[config.mk]
export PLATFORM = sky130hd
export DESIGN_NAME = genius_control
export DESIGN_NICKNAME = d
export VERILOG_FILES = /design/src/rtl/genius_control.sv
export SDC_FILE = /design/constraint.sdc
export NUM_CORES = 1
export LEC_CHECK = 0
export CORE_UTILIZATION = 41
export DETAILED_ROUTE_END_ITERATION = 6
export PLACE_DENSITY = 0.58
export RECOVER_POWER = 100
export SLEW_MARGIN = 10
export SYNTH_ARGS = -nofsm -noshare
export SYNTH_HDL_FRONTEND = slang
export SYNTH_SLANG_ARGS = --single-unit
[constraint.sdc]
create_clock -name CLOCK_50 -period 5 [get_ports CLOCK_50]
set_clock_uncertainty 0.15 [all_clocks]
set_input_delay 0.5 -clock CLOCK_50 [delete_from_list [all_inputs] [get_ports CLOCK_50]]
set_output_delay 0.5 -clock CLOCK_50 [all_outputs]
set_load 0.03 [all_outputs]
[src/rtl/genius_control.sv]
// Genius memory game round sequencer driving the datapath resets/enables.
// Optional GENIUS_ENTER_SYNC_EN: 2-flop synchronizer on ENTER before edge detect.
module genius_control #(
  parameter int p_hold   = 100_000_000,
  parameter int p_hold_w = 27
) (
  input  logic       CLOCK_50,
  input  logic       RESET,
  input  logic       ENTER,
  input  logic       end_FPGA,
  input  logic       end_User,
  input  logic       end_time,
  input  logic       win,
  input  logic       match,
  output logic       R1,
  output logic       R2,
  output logic       E1,
  output logic       E2,
  output logic       E3,
  output logic       E4,
  output logic       SEL,
  output logic [2:0] state_o
);

  typedef enum logic [2:0] {
    INIT       = 3'd0,
    SETUP      = 3'd1,
    PLAY_FPGA  = 3'd2,
    PLAY_USER  = 3'd3,
    CHECK      = 3'd4,
    NEXT_ROUND = 3'd5,
    RESULT     = 3'd6
  } state_t;

  localparam logic [p_hold_w-1:0] hold_last = p_hold_w'(p_hold - 1);

  state_t              state;
  state_t              state_nx;
  logic [p_hold_w-1:0] hold;
  logic                enter_s;
  logic                enter_q;
  logic                enter_rise;

`ifdef GENIUS_ENTER_SYNC_EN
  logic [1:0] sync;

  // two-flop synchronizer for the asynchronous key level
  always_ff @(posedge CLOCK_50) begin
    if (RESET) sync <= 2'b00;
    else       sync <= {sync[0], ENTER};
  end

  assign enter_s = sync[1];
`else
  assign enter_s = ENTER;
`endif

  // previous key level; held key must not re-trigger across reset
  always_ff @(posedge CLOCK_50) begin
    enter_q <= enter_s;
  end

  assign enter_rise = enter_s & ~enter_q;

  // state register and RESULT hold timer
  always_ff @(posedge CLOCK_50) begin
    if (RESET) begin
      state <= INIT;
      hold  <= '0;
    end else begin
      state <= state_nx;
      if (state == RESULT && state_nx == RESULT)
        hold <= hold + 1'b1;
      else
        hold <= '0;
    end
  end

  // next-state selection from current state and datapath flags
  always_comb begin
    state_nx = INIT;
    case (state)
      INIT:       state_nx = SETUP;
      SETUP:      state_nx = enter_rise ? PLAY_FPGA : SETUP;
      PLAY_FPGA:  state_nx = end_FPGA ? PLAY_USER : PLAY_FPGA;
      PLAY_USER: begin
        if (end_time)        state_nx = RESULT;
        else if (enter_rise) state_nx = CHECK;
        else                 state_nx = PLAY_USER;
      end
      CHECK: begin
        if (!match)        state_nx = RESULT;
        else if (!end_User) state_nx = PLAY_USER;
        else if (win)      state_nx = RESULT;
        else               state_nx = NEXT_ROUND;
      end
      NEXT_ROUND: state_nx = PLAY_FPGA;
      RESULT: begin
        if (enter_rise || hold == hold_last) state_nx = INIT;
        else                                 state_nx = RESULT;
      end
      default:    state_nx = INIT;
    endcase
  end

  // Moore output decode from the state register only
  always_comb begin
    R1  = 1'b0;
    R2  = 1'b0;
    E1  = 1'b0;
    E2  = 1'b0;
    E3  = 1'b0;
    E4  = 1'b0;
    SEL = 1'b0;
    case (state)
      INIT: begin
        R1 = 1'b1;
        R2 = 1'b1;
      end
      SETUP:      E1 = 1'b1;
      PLAY_FPGA: begin
        E2  = 1'b1;
        SEL = 1'b1;
      end
      PLAY_USER: begin
        E3  = 1'b1;
        SEL = 1'b1;
      end
      CHECK:      SEL = 1'b1;
      NEXT_ROUND: begin
        E4  = 1'b1;
        R1  = 1'b1;
        SEL = 1'b1;
      end
      RESULT:     SEL = 1'b1;
      default:    SEL = 1'b0;
    endcase
  end

  assign state_o = state;

endmodule
---- Word level (Yosys, flattened, before mapping) ----
Cells that the tools add are included.
cells by class
  add/subtract/negate cells ............... 1
  equality and inequality tests ........... 8
  muxes and demuxes ....................... 16
  bitwise logic cells ..................... 3
  reductions and logical operators ........ 6
operator list
  operator                                                               count
  27-bit by 1-bit adder with 27-bit output, second input constant        1
  27-bit equality test, second input constant                            1
  3-bit one-hot mux with 7 select lines                                  1
  3-bit two-way mux                                                      5
  3-bit equality test, second input constant                             4
  1-bit two-way mux                                                      8
  3-bit by 2-bit equality test with 1-bit output, second input constant  2
  5-bit OR reduction                                                     1
  2-bit two-way mux                                                      2
  2-bit OR reduction                                                     2
  3-bit by 1-bit equality test with 1-bit output, second input constant  1
  3-bit zero test                                                        1
  1-bit inverter                                                         2
  1-bit AND                                                              1
  1-bit logical AND                                                      1
  1-bit logical OR                                                       1
storage, ports and cells
  register bits ........................... 31
  input bits .............................. 8
  output and inout bits ................... 10
  word-level logic and storage cells ...... 37

---- Depth between registers and ports, before layout ----
  word-level depth ........................ 9
  depth in mapped cells ................... 7
  mapped depth without buffers ............ 5

---- Worst setup path after synthesis ----
No wires, ideal clock.
  path type ............................... reg2out
  start ................................... register state[2] (netlist: state_o[2])
  end ..................................... output R1
  arrival time ............................ 1708 ps
  required time ........................... 4350 ps
  slack ................................... 2642 ps
  stages on the path, launching flop included .. 4
  path buffers ............................ 1
  cells stage by stage .................... dfxtp_1 clkbuf_1 nor3_1 or2_2
between the ends
  word-level cells in the longest chain between the ends .. 3
  elaborated cells between the ends (all ways) .. 4
  classes of those cells .................. 1 x eq/ne; 1 x mux; 2 x reduce/logical
RTL lines
  item                                                           line  text
  start: declaration                                             37    state_t state;
  start signal: assignment                                       71    state <= state_nx;
  3-bit equality test / 3-bit zero test (equally long branches)  115   case (state)
  2-bit OR reduction (no line) (*)                               -
  1-bit two-way mux (*)                                          115
  end: declaration                                               15    output logic R1,
Every way passes the cells marked *; elsewhere a longest branch is shown, timed or not.

---- Worst setup path in the final report ----
  start ................................... input ENTER
  end ..................................... register hold[22]
between the ends
  word-level cells in the longest chain between the ends .. 8
  elaborated cells between the ends (all ways) .. 11
  classes of those cells .................. 1 x eq/ne; 5 x mux; 2 x bitwise; 3 x reduce/logical
RTL lines
  item                                                          line    text
  start: declaration                                            9       input logic ENTER,
  1-bit AND (*)                                                 63      assign enter_rise = enter_s & ~enter_q;
  3-bit two-way mux / 1-bit logical OR (equally long branches)  88, 99
  3-bit two-way mux, on equally long branches                   87, 99
  3-bit one-hot mux with 7 select lines (*)                     82      case (state)
  3-bit equality test (*)                                       72      if (state == RESULT && state_nx == RESULT)
  1-bit logical AND (*)                                         72
  1-bit inverter (no line) (*)                                  -
  2-bit OR reduction (no line) (*)                              -
  end signal: assignment                                        73      hold <= hold + 1'b1;
  end: declaration                                              39      logic [p_hold_w-1:0] hold;
Marked as above.
A chain may end at the register's enable or synchronous reset.

==> results.toml <==
[status]
status = "finished clean"

[detailed_routing]
wire_per_inst_um = 15.3
ant_nets = 0
drtPass1Iterations = 4
drc = 0
vias_per_cell = 6.09
drt_wl_total_mm = 3.97
drt-initial-drc-count = 100
vias = 1583

[cells_and_area]
fin_nets = 219
antennaDiodeCount = 0
final_cells = 260
multi_input_area_um2 = 1040
seqCellArea_um2 = 621
fillerInstances = 400
syn_to_final_growth_pct = 12.4
drive_gt1_share_pct = 10.5

[global_route]
overflow = 0
gr-usage-all-layers_pct = 19.8
antenna_found_initial = 0
first_global_vias = 1499
grt_pass1_wl_mm = 6.87
grt_max_degree = 20

[setup_path]
cp_max_fo = 17
crit_family = "buffers and inverters"
cp.required_ps = 4970
critPathArrivalTime_ps = 2660
path_cells = "dlygate4sd3_1 > nor2b_1 > nor3b_1 > nand3b_1 > clkbuf_1 > a211oi_1"
slowest_delay_ps = 590
crit_type = "in2reg"
cp_num_buf_inv = 2
r2r_start = "hold[0]"
crit_path_top_delay_cell = "clkbuf_1"
startpoint_type = "input pin"
critPathCaptureType = "flip-flop"
crit_start = "ENTER"

[pwr]
p_int_mw = 0.376
power.switching_fraction_pct = 23.6
seqPwrFrac_pct = 51.7
netSwitchingPower_mw = 0.116
p_leak_nw = 0.611
pwr-share-clk_pct = 39.8
p_per_area_nw_per_um2 = 246
combinationalPowerShare_pct = 8.5
ir_drop_uv = 148

[die]
core_area_um2 = 4090
die_h_um = 67.8
dieArea_um2 = 4600
fp.dieW_um = 67.8
start_util_pct = 43.5
num_rows = 23
ios = 18

[place]
gp_congestion = 0.761
place_ws_ps = 2290
dpl.cell_count = 253
io_buffers = 17
hpwl_mm = 2.80

[timing]
layout_min_cycle_time_ps = 2690
hold_violations = 0
fin_crit_sh_pct = 53.8
fin_setup_tns_ps = 0
max_freq_mhz = 372
fin_ws_ps = 2310
drv_slew = 0
setup_violations = 0
tightestPinTransition_ps = 877
rsz0062_at_grt = "no"
max_slew_margin_pct = 41.3

[synthesis]
yosys_register_bits = 31
synth_edf_count = 0
ys_warn_count = 0
synth_fa_ha_area_share_pct = 0.704
syn-num-nets = 207
async_reset_ff_share_pct = 0
syn_inst = 198
synth_top_area_share_pct = 34.9
seq_area_frac_synth_pct = 34.9
synthTopCellsByArea = "dfxtp_1 (35%), nand4_1 (4.6%), a211oi_2 (4.2%), xor2_1 (3.9%), o31ai_1 (3.8%)"
synth_cell_types = 52
yosys.area.top_type = "dfxtp_1"
synth-simple-area-share_pct = 35.6
synth-main-ff-cell = "dfxtp_1"
synth_compound_area_share_pct = 18.9
muxShareOfSynthArea_pct = 0
synth_most_common_cell = "dfxtp_1"
syn-cell-area_um2 = 1780
synth_common_cells = "dfxtp_1 (31), nand2_1 (13), nand4_1 (13)"
synth_top_family_by_area = "simple AND/OR/NAND/NOR gates"
syn_avg_cell_area_um2 = 8.97
synth_xor_area_share_pct = 4.93

[clock_network]
htree_levels = 2
path_clk_slew_ps = 60
postCtsSetupBuffers = 0
cts_hold_buf = 0
clockRootBuffer = "clkbuf_8"
cts_sinks = 31
cts_tree = "yes"
post_cts_resized = 0
insertion_delay_ps = 280
cts_buffers = 5
clock_path_buffers = 2

[flow_run]
max-cap-violations = 0

[min_path]
min-delay-start = "hold[26]"
worstHoldPathType = "reg2reg"
==> layout make-up <==
| cell class | instances | area share, % |
|---|---|---|
| Multi-Input combinational cell | 152 | 52.3 |
| Tap cell | 50 | 3.13 |
| Clock inverter | 1 | 0.251 |
| Timing Repair Buffer | 18 | 8.71 |
| Sequential cell | 31 | 31.1 |
| Inverter | 2 | 0.376 |
| Clock buffer | 6 | 4.14 |
==> tightest hold or removal path, stage by stage, from the launching register on <==
cell      delay, ps
dfxtp_1         330
o31ai_1          60
a211oi_1         60
==> routing by layer <==
| layer | track usage, % | vias up | share of wire, % |
|---|---|---|---|
| met2 | 31.4 | 27 | 46 |
| li1 | - | 801 | - |
| met4 | 7.03 | 0 | 1.3 |
| met3 | 5.67 | 9 | 4.3 |
| met5 | 0 | - | 0 |
| met1 | 25.4 | 746 | 49 |
==> placed cells by master, fill, tap and decap left out, drive strengths merged, types with 9 or more instances in the layout <==
master / synthesis / layout
a211oi: 9 / 9
dfxtp: 31 / 31
dlygate4sd3: 0 / 11
nand2: 15 / 15
nand3: 11 / 11
nand4: 15 / 15
nor2: 9 / 9
nor3: 10 / 10
o31ai: 9 / 9
or4: 9 / 9
==> logic make-up (layout without fill, tap and decap cells) <==
logic type	count (synthesis)	after routing
adders and majority gates	1	1
and+or+nand+nor	97	97
DFF	31	31
AOI/OAI and AO/OA	44	44
buffers and inverters	15	27
xor gates and xnor gates	10	10
==> power by group through the flow <==
stage / Clock [mW] / Sequential (mW) / Combinational (mW)
after global routing: 0.214 / 0.255 / 0.0448
after floorplan: 0 / 0.259 / 0.0244
final: 0.196 / 0.254 / 0.0419
after CTS: 0.202 / 0.254 / 0.0452
after detailed placement: 0 / 0.260 / 0.0449
after global placement: 0 / 0.260 / 0.0448
==> metrics by stage <==
step	hold WS [ps]	total power, mW	utilization [%]	instance area (um^2)
CTS	356	0.502	49.5	2020
global route	382	0.514	48.9	2000
detailed placement	347	0.305	47.4	1940
global placement	332	0.305	47.4	1940
finish	357	0.492	48.9	2000
floorplan	306	0.284	-	1780
==> path summary, 6_finish.rpt <==
| check | end | cells past startpoint | slack [ps] |
|---|---|---|---|
| max reg2reg | state_o[2] | 5 | 2440 |
| min | hold[26] | 2 | 360 |
| max | hold[22] | 6 | 2310 |
| min reg2reg | hold[26] | 2 | 360 |
==> state kept, by name (all words and copies together) (netlist names) <==
name	count
enter_q	1
hold	27
state_o	3
(Power assumes the default switching activity.)
